==> config.mk <==
export PLATFORM = sky130hd
export DESIGN_NAME = pilot_gen_param_wifi
export DESIGN_NICKNAME = d
export VERILOG_FILES = /design/src/rtl/pilot_gen_param_wifi.sv
export SDC_FILE = /design/constraint.sdc
export NUM_CORES = 1
export LEC_CHECK = 0
export CORE_ASPECT_RATIO = 1.5
export CORE_UTILIZATION = 49
export DETAILED_ROUTE_END_ITERATION = 12
export PLACE_DENSITY = 0.79
export SLEW_MARGIN = 20
export SYNTH_ARGS = -nofsm -noshare
export SYNTH_HDL_FRONTEND = slang
export SYNTH_SLANG_ARGS = --single-unit
export TNS_END_PERCENT = 30
==> constraint.sdc <==
create_clock -name clk -period 1.8 [get_ports clk]
set_input_delay 0.45 -clock clk [delete_from_list [all_inputs] [get_ports clk]]
set_output_delay 0.45 -clock clk [all_outputs]
set_load 0.02 [all_outputs]
==> src/rtl/pilot_gen_param_wifi.sv <==
// Pilot-subcarrier generator: per-symbol pilot values from a base sign
// pattern times the 127-periodic x^7+x^4+1 polarity sequence.
// Optional seed-load port pair is built when PILOT_SEED_LOAD_EN is defined.
//
// Ports:
//   clk, reset (async, active-low), enable (global advance enable)
//   frame_start  : restart polarity sequence at index 0, abort symbol
//   sym_start    : request one symbol of NUM_PILOTS pilots
//   out_ready    : downstream ready
//   valid_out, data_out, pilot_idx, sym_idx, last_out : registered output
//   seed_load, seed_in (PILOT_SEED_LOAD_EN only) : load LFSR seed in IDLE
module pilot_gen_param_wifi #(
    parameter int              DATA_W        = 12,
    parameter int              FRAC_W        = 9,
    parameter int              NUM_PILOTS    = 4,
    parameter logic [15:0]     PILOT_PATTERN = 16'h0008,
    parameter logic [6:0]      POLARITY_INIT = 7'h7F
) (
    input  logic              clk,
    input  logic              reset,
    input  logic              enable,
    input  logic              frame_start,
    input  logic              sym_start,
    input  logic              out_ready,
`ifdef PILOT_SEED_LOAD_EN
    input  logic              seed_load,
    input  logic [6:0]        seed_in,
`endif
    output logic              valid_out,
    output logic [DATA_W-1:0] data_out,
    output logic [3:0]        pilot_idx,
    output logic [6:0]        sym_idx,
    output logic              last_out
);

    typedef enum logic {
        IDLE = 1'b0,
        EMIT = 1'b1
    } state_t;

    localparam logic [DATA_W-1:0] MAG      = DATA_W'(1) << FRAC_W;
    localparam logic [DATA_W-1:0] NEG_MAG  = ~MAG + 1'b1;
    localparam logic [3:0]        LAST_IDX = 4'(NUM_PILOTS - 1);
    localparam logic              ONE_PIL  = (LAST_IDX == 4'd0);

    state_t              state_q, state_d;
    logic [6:0]          lfsr_q, lfsr_d;
    logic [6:0]          sym_q, sym_d;
    logic [3:0]          pidx_q, pidx_d;
    logic                valid_q, valid_d;
    logic                last_q, last_d;
    logic [DATA_W-1:0]   data_q, data_d;

    logic                fb_q;
    logic [6:0]          lfsr_adv;
    logic [6:0]          sym_inc;
    logic [3:0]          pidx_inc;

    // Polarity of a symbol is the feedback bit of the LFSR state it uses.
    function automatic logic [DATA_W-1:0] pilot_val(
        input logic [3:0] idx,
        input logic [6:0] l
    );
        logic neg;
        neg = PILOT_PATTERN[idx] ^ (l[6] ^ l[3]);
        return neg ? NEG_MAG : MAG;
    endfunction

    assign fb_q     = lfsr_q[6] ^ lfsr_q[3];
    assign lfsr_adv = {lfsr_q[5:0], fb_q};
    assign sym_inc  = (sym_q == 7'd126) ? 7'd0 : sym_q + 7'd1;
    assign pidx_inc = pidx_q + 4'd1;

    always_comb begin
        state_d = state_q;
        lfsr_d  = lfsr_q;
        sym_d   = sym_q;
        pidx_d  = pidx_q;
        valid_d = valid_q;
        last_d  = last_q;
        data_d  = data_q;
        if (enable) begin
            if (frame_start) begin
                lfsr_d  = POLARITY_INIT;
                sym_d   = 7'd0;
                pidx_d  = 4'd0;
                state_d = IDLE;
                valid_d = 1'b0;
                last_d  = 1'b0;
            end else begin
                unique case (state_q)
                    IDLE: begin
`ifdef PILOT_SEED_LOAD_EN
                        if (seed_load) begin
                            // An all-zero seed would lock the LFSR.
                            lfsr_d = (seed_in == 7'd0) ? POLARITY_INIT
                                                       : seed_in;
                            sym_d  = 7'd0;
                        end
`endif
                        if (sym_start) begin
                            state_d = EMIT;
                            valid_d = 1'b1;
                            pidx_d  = 4'd0;
                            last_d  = ONE_PIL;
                            data_d  = pilot_val(4'd0, lfsr_d);
                        end
                    end
                    EMIT: begin
                        if (valid_q && out_ready) begin
                            if (last_q) begin
                                lfsr_d = lfsr_adv;
                                sym_d  = sym_inc;
                                pidx_d = 4'd0;
                                if (sym_start) begin
                                    valid_d = 1'b1;
                                    last_d  = ONE_PIL;
                                    data_d  = pilot_val(4'd0, lfsr_adv);
                                end else begin
                                    state_d = IDLE;
                                    valid_d = 1'b0;
                                    last_d  = 1'b0;
                                end
                            end else begin
                                pidx_d = pidx_inc;
                                last_d = (pidx_inc == LAST_IDX);
                                data_d = pilot_val(pidx_inc, lfsr_q);
                            end
                        end
                    end
                    default: begin
                        state_d = IDLE;
                    end
                endcase
            end
        end
    end

    always_ff @(posedge clk or negedge reset) begin
        if (!reset) begin
            state_q <= IDLE;
            lfsr_q  <= POLARITY_INIT;
            sym_q   <= 7'd0;
            pidx_q  <= 4'd0;
            valid_q <= 1'b0;
            last_q  <= 1'b0;
            data_q  <= '0;
        end else begin
            state_q <= state_d;
            lfsr_q  <= lfsr_d;
            sym_q   <= sym_d;
            pidx_q  <= pidx_d;
            valid_q <= valid_d;
            last_q  <= last_d;
            data_q  <= data_d;
        end
    end

    assign valid_out = valid_q;
    assign data_out  = data_q;
    assign pilot_idx = pidx_q;
    assign sym_idx   = sym_q;
    assign last_out  = last_q;

endmodule

Word level (Yosys, flattened, before mapping)
Memories as Yosys holds them, arrays and structs flattened. Index checks and enable logic that the tools add are counted.

Add/sub/neg operators: 2. Reduce and logical (&&, ||, !) cells: 8. Muxes and demuxes: 38. $lt $le $gt $ge: 1. Eq/ne operators: 8. Bitwise logic cells: 5.

Operators by type and width (count): 12-bit 2-to-1 mux (7); 7-bit 2-to-1 mux (9); 12-bit one-hot mux with 2 select lines (1); 4-bit 2-to-1 mux (4); 1-bit 2-to-1 mux (13); 4-bit one-hot mux with 2 select lines (1); 4-bit AND reduction (2); 7-bit by 1-bit adder with 7-bit output (second input constant) (1); 7-bit == test (second input constant) (1); 3-bit by 2-bit != test with 1-bit output (second input constant) (2); 3-bit != test (second input constant) (2); 1-bit one-hot mux with 2 select lines (3); 2-bit nonzero test (3); 4-bit by 5-bit less-than comparator with 1-bit output (second input constant) (1); 5-bit AND reduction (1); 4-bit by 1-bit adder with 4-bit output (second input constant) (1); 4-bit by 2-bit == test with 1-bit output (second input constant) (1); 3-bit AND reduction (1); 1-bit bitwise XOR (3); 2-bit by 1-bit != test with 1-bit output (second input constant) (1); 2-bit != test (second input constant) (1); 1-bit inverter (2); 1-bit logical AND (1).

Register bits: 33. ROM bits: 16. Memories kept: 1.

Memory list: (no name shown) (words 16, bits a word 1, read ports 1, clocked after memory_dff 0, write ports 0, line 65) `neg = PILOT_PATTERN[idx] ^ (l[6] ^ l[3]);`.

Depth between registers and ports, before layout
Gate-level depths: netlist of run 1.

Depth after elaboration: 8. Gate-level depth with buffers: 6.

Worst setup path before layout of run 1
No wires, ideal clock.

Kind: flip-flop to flip-flop. From: register pidx_q[0] (netlist: pilot_idx[0]). To: register data_q[10] (netlist: data_out[10]). Period minus slack after synthesis: 1.575 ns. Buffers on the path: 0. Data arrival time: 1.471 ns. Cell stages (with the launch flop): 6. Required time: 1.696 ns. Path slack: 0.225 ns. Setup time: 0.104 ns. Cell sequence: dfrtp_1 > ha_1 > nor3_1 > a41o_1 > a311o_1 > o311ai_1.

Cells in the longest elaborated chain, start to end: 8.

RTL lines: start: declaration (line 49) `logic [3:0] pidx_q, pidx_d;`; start signal: assignment (line 152) `pidx_q <= pidx_d;`; 4-bit by 1-bit adder with 4-bit output (line 72) `assign pidx_inc = pidx_q + 4'd1;`; memory read 16 x 1 bit; 1-bit 2-to-1 mux (implied by the code) (line 65); 1-bit bitwise XOR (line 65); 12-bit 2-to-1 mux (line 66) `return neg ? NEG_MAG : MAG;`; 12-bit 2-to-1 mux (line 111) `if (last_q) begin`; 12-bit 2-to-1 mux (line 110) `if (valid_q && out_ready) begin`; 12-bit one-hot mux with 2 select lines (line 91) `unique case (state_q)`; end signal: assignment (line 155) `data_q <= data_d;`; end: declaration (line 52) `logic [DATA_W-1:0] data_q, data_d;`.

Every way passes these cells. The select of a mux whose other input is x is not followed. A chain may end at the register's enable or synchronous reset.

Worst setup path after layout of run 1
From: register data_q[9] (netlist: data_out[9]). To: output data_out[9].

RTL lines: end: declaration (line 30) `output logic [DATA_W-1:0] data_out,`.

No word-level cell between the ends.

==> impl_results.md, run 1 <==
* Status: finished clean
* Fin worst setup slack at 0.05366 ns
* WP data required at 1.35 ns
* Final hold vios at 0
* Setup_tns at 0 ns
* WL/cell at 13.26 µm
* Detailed Route Iter0 Violations at 27
* Switching pwr at 474.8 µW
* CP endpoint kind: output pin
* Met2 usage in global routing at 38.97%
* Sequential share of power at 51.9%
* Max VDD drop at 0.0004746 V
* Hold Crit Class: input port to asynchronous set/reset pin
* Sw frac at 35.40%
* Seq/Total Area, Yosys at 43.32%
* Crit Path Max Fanout at 2
* Ports at 31
* Final Critical Period at 1.746 ns
* DRT antenna net count at 0
* Startpoint types: flip-flop
* TritonCTS Buffers at 3
* Crit path buf inv count at 1
* # setup viols final at 0
* Top FF cell, synth: dfrtp_1
* Synth area leaders: dfrtp_1 (30%), dfstp_2 (14%), buf_4 (6.1%)
* RD Place Congestion at 0.8817
* Critical Path AT at 1.30 ns
* Antenna cells at 0
* Total gr overflow at 0
* Post-DP HPWL at 2130 µm
* GR Util met1 at 25.65%
* FP Rows at 22
* Clock Power Share at 17.8%
* Synth-to-layout area growth at 21.61%
* Core area at 0.002532 mm²
* Post-synthesis cell area at 0.001349 mm²
* Die Width at 44.84 µm
* Initial antenna violation count at 0
* Die height at 66.26 µm
* Critical path cell sequence: clkdlybuf4s50_1
* TritonCTS clock tree: yes
* Fin. max-slew vios at 0
* GRT Total Usage at 22.21%
* CTS Sinks at 23
* Drt via density at 5.430
* CTS root buffer: clkbuf_4
* F_max at 572.6 MHz
* Total internal power at 866.5 µW
* Synth top area share at 29.68%
* Leakage power at 0.0007761 µW
* Syn Area/Cell at 9.113 µm²
* Cell area after layout at 0.001640 mm²
* Initial Utilization at 53.26%
* RSZ-0062 raised after global routing: no
* Top delay family on crit path: buffers and inverters
* Most frequent cell after synthesis: nand2_1
* Most used routing layer: met2
* Max_cap viols at 0
* Worst stage delay on the critical path at 0.62 ns
* Worst path slowest cell: clkdlybuf4s50_1
* I/O Buffers at 21
* Seq cells post-synth at 23
* CTS Buffer Depth at 2
* Post-place instance area at 0.001619 mm²
* Die outline area at 0.002971 mm²
* Worst skew pair latency at 0.31 ns
* Worst slack, placed at -0.2091 ns
* Area leader, netlist: dfrtp_1
* Residual DRC at 0
* PwrDens at 817.7 mW/mm²
* Cells after DPL at 210
* Library cells used by synthesis at 37
* Fraction of synthesis flops using an asynchronous set or reset pin at 100.0%
* CTS clock-pin slew for the worst setup and hold paths at 0.13 ns
* Synth warnings at 0
* Htree depth at 1
* Worst Path Class, Setup: flip-flop to output pin
* First-pass GRT wire length at 4954 µm
* Met3 Use GR at 2.186%
* # nets final at 189
* Via count at 1,162
* Detailed Route WL at 2837 µm
* Combinational fraction of design power at 30.3%
* Post-Synthesis Cells at 148
* Layout cells sized above 1 at 17.42%
* Most frequent cells after synthesis: nand2_1 (20), dfrtp_1 (16), o21ai_0 (16)
* Vias in the first global route at 1,198
* Post-layout util at 64.77%
* Post-route insts no fill at 214
* TritonRoute pass-1 iters at 4
* Crit share post-route at 97.02%
* Post-synth EDFFs at 0
* Post-CTS setup buffer count at 0
* Clock skew at 0.004885 ns
* Largest net degree at the start of global routing at 24
==> worst paths after layout <==
check                             startpoint      endpoint  slack (ns)  depth (start not counted)
worst max-delay path             data_out[9]   data_out[9]        0.05                          1
worst min-delay path                   reset       state_q        0.47                          2
worst max register to register  pilot_idx[0]  data_out[10]        0.21                          5
worst min register to register     lfsr_q[1]     lfsr_q[1]        0.49                          2
max in group asynchronous              reset     lfsr_q[3]        1.04                          2
min in group clk                   lfsr_q[1]     lfsr_q[1]        0.49                          2
==> power groups by stage <==
stage,sequential [µW],clock [µW],combinational [µW]
floorplan,734,0,233
global placement,701,0,420
detailed placement,707,0,431
CTS,697,252,411
global route,713,267,449
finish,697,239,406
==> timing repair <==
| item | CTS | global route |
|---|---|---|
| resized for setup | 15 | 2 |
| hold buffers | 0 | 0 |
| setup endpoints to repair | 12 | 3 |
| pin swaps | 0 | 0 |
| cloned | 0 | 0 |
==> through the flow <==
| step | hold WS [ns] | power (µW) |
|---|---|---|
| 2_1_floorplan | 0.1544 | 966.5 |
| 3_3_place_gp | 0.4508 | 1120 |
| 3_5_place_dp | 0.4695 | 1139 |
| 4_1_cts | 0.4779 | 1360 |
| 5_1_grt | 0.4914 | 1428 |
| 6_report | 0.4739 | 1341 |
==> logic make-up (layout without fill, tap and decap cells) <==
| logic type | Yosys count | in the layout | synth area share [%] |
|---|---|---|---|
| compound gates | 37 | 37 | 19.85 |
| xor+xnor | 2 | 2 | 1.299 |
| fa+ha+maj | 4 | 4 | 3.711 |
| buf+inv | 23 | 45 | 10.02 |
| flops | 23 | 23 | 43.32 |
| mux | 1 | 1 | 0.8348 |
| other cells | 1 | 9 | 0.2780 |
| simple gates | 57 | 57 | 20.69 |
==> state kept, by name, indices dropped and copies added (netlist names) <==
register and flops:
pilot_idx 4, sym_idx 7, lfsr_q 7, last_out 1, valid_out 1, data_out 2, state_q 1
==> final cells by class <==
cell class,instances,area [µm²]
Fill cell,214,892.1
Multi-Input combinational cell,110,659.4
Sequential cell,23,588.1
Timing Repair Buffer,33,290.3
Tap cell,36,45.04
Inverter,8,30.03
Clock buffer,3,22.52
Clock inverter,1,5.005
==> layer usage <==
| metal | share of wire [%] | vias up | wire length, µm |
|---|---|---|---|
| met2 | 53 | 28 | 1511 |
| met1 | 42 | 561 | 1180 |
| met5 | 0 | - | 0 |
| met3 | 2.5 | 10 | 71 |
| met4 | 2.6 | 0 | 74 |
| li1 | - | 563 | - |
==> placed cells by master (no fill, tap or decap), types with 2 or more instances in the layout <==
cell type        count
nand2_1             20
o21ai_0             16
dfrtp_1             13
nor2_1              12
dlygate4sd2_1       12
buf_4               12
conb_1               9
inv_1                8
nand3_1              8
clkdlybuf4s50_1      7
dfstp_2              7
nand2b_1             6
a21oi_1              5
ha_1                 4
or4_1                3
clkbuf_4             3
dfrtp_2              3
a41o_1               2
o22ai_1              2
xor2_1               2
and3_1               2
nand3b_1             2
dlymetal6s2s_1       2
Note: power is estimated with default switching activity, not from simulation.
==> inputs of run 2 (changes only) <==
Settings changed: HOLD_SLACK_MARGIN set to 0.02.
==> results of run 2 <==
No change in the layout: final DEF, timing and power equal those of run 1.
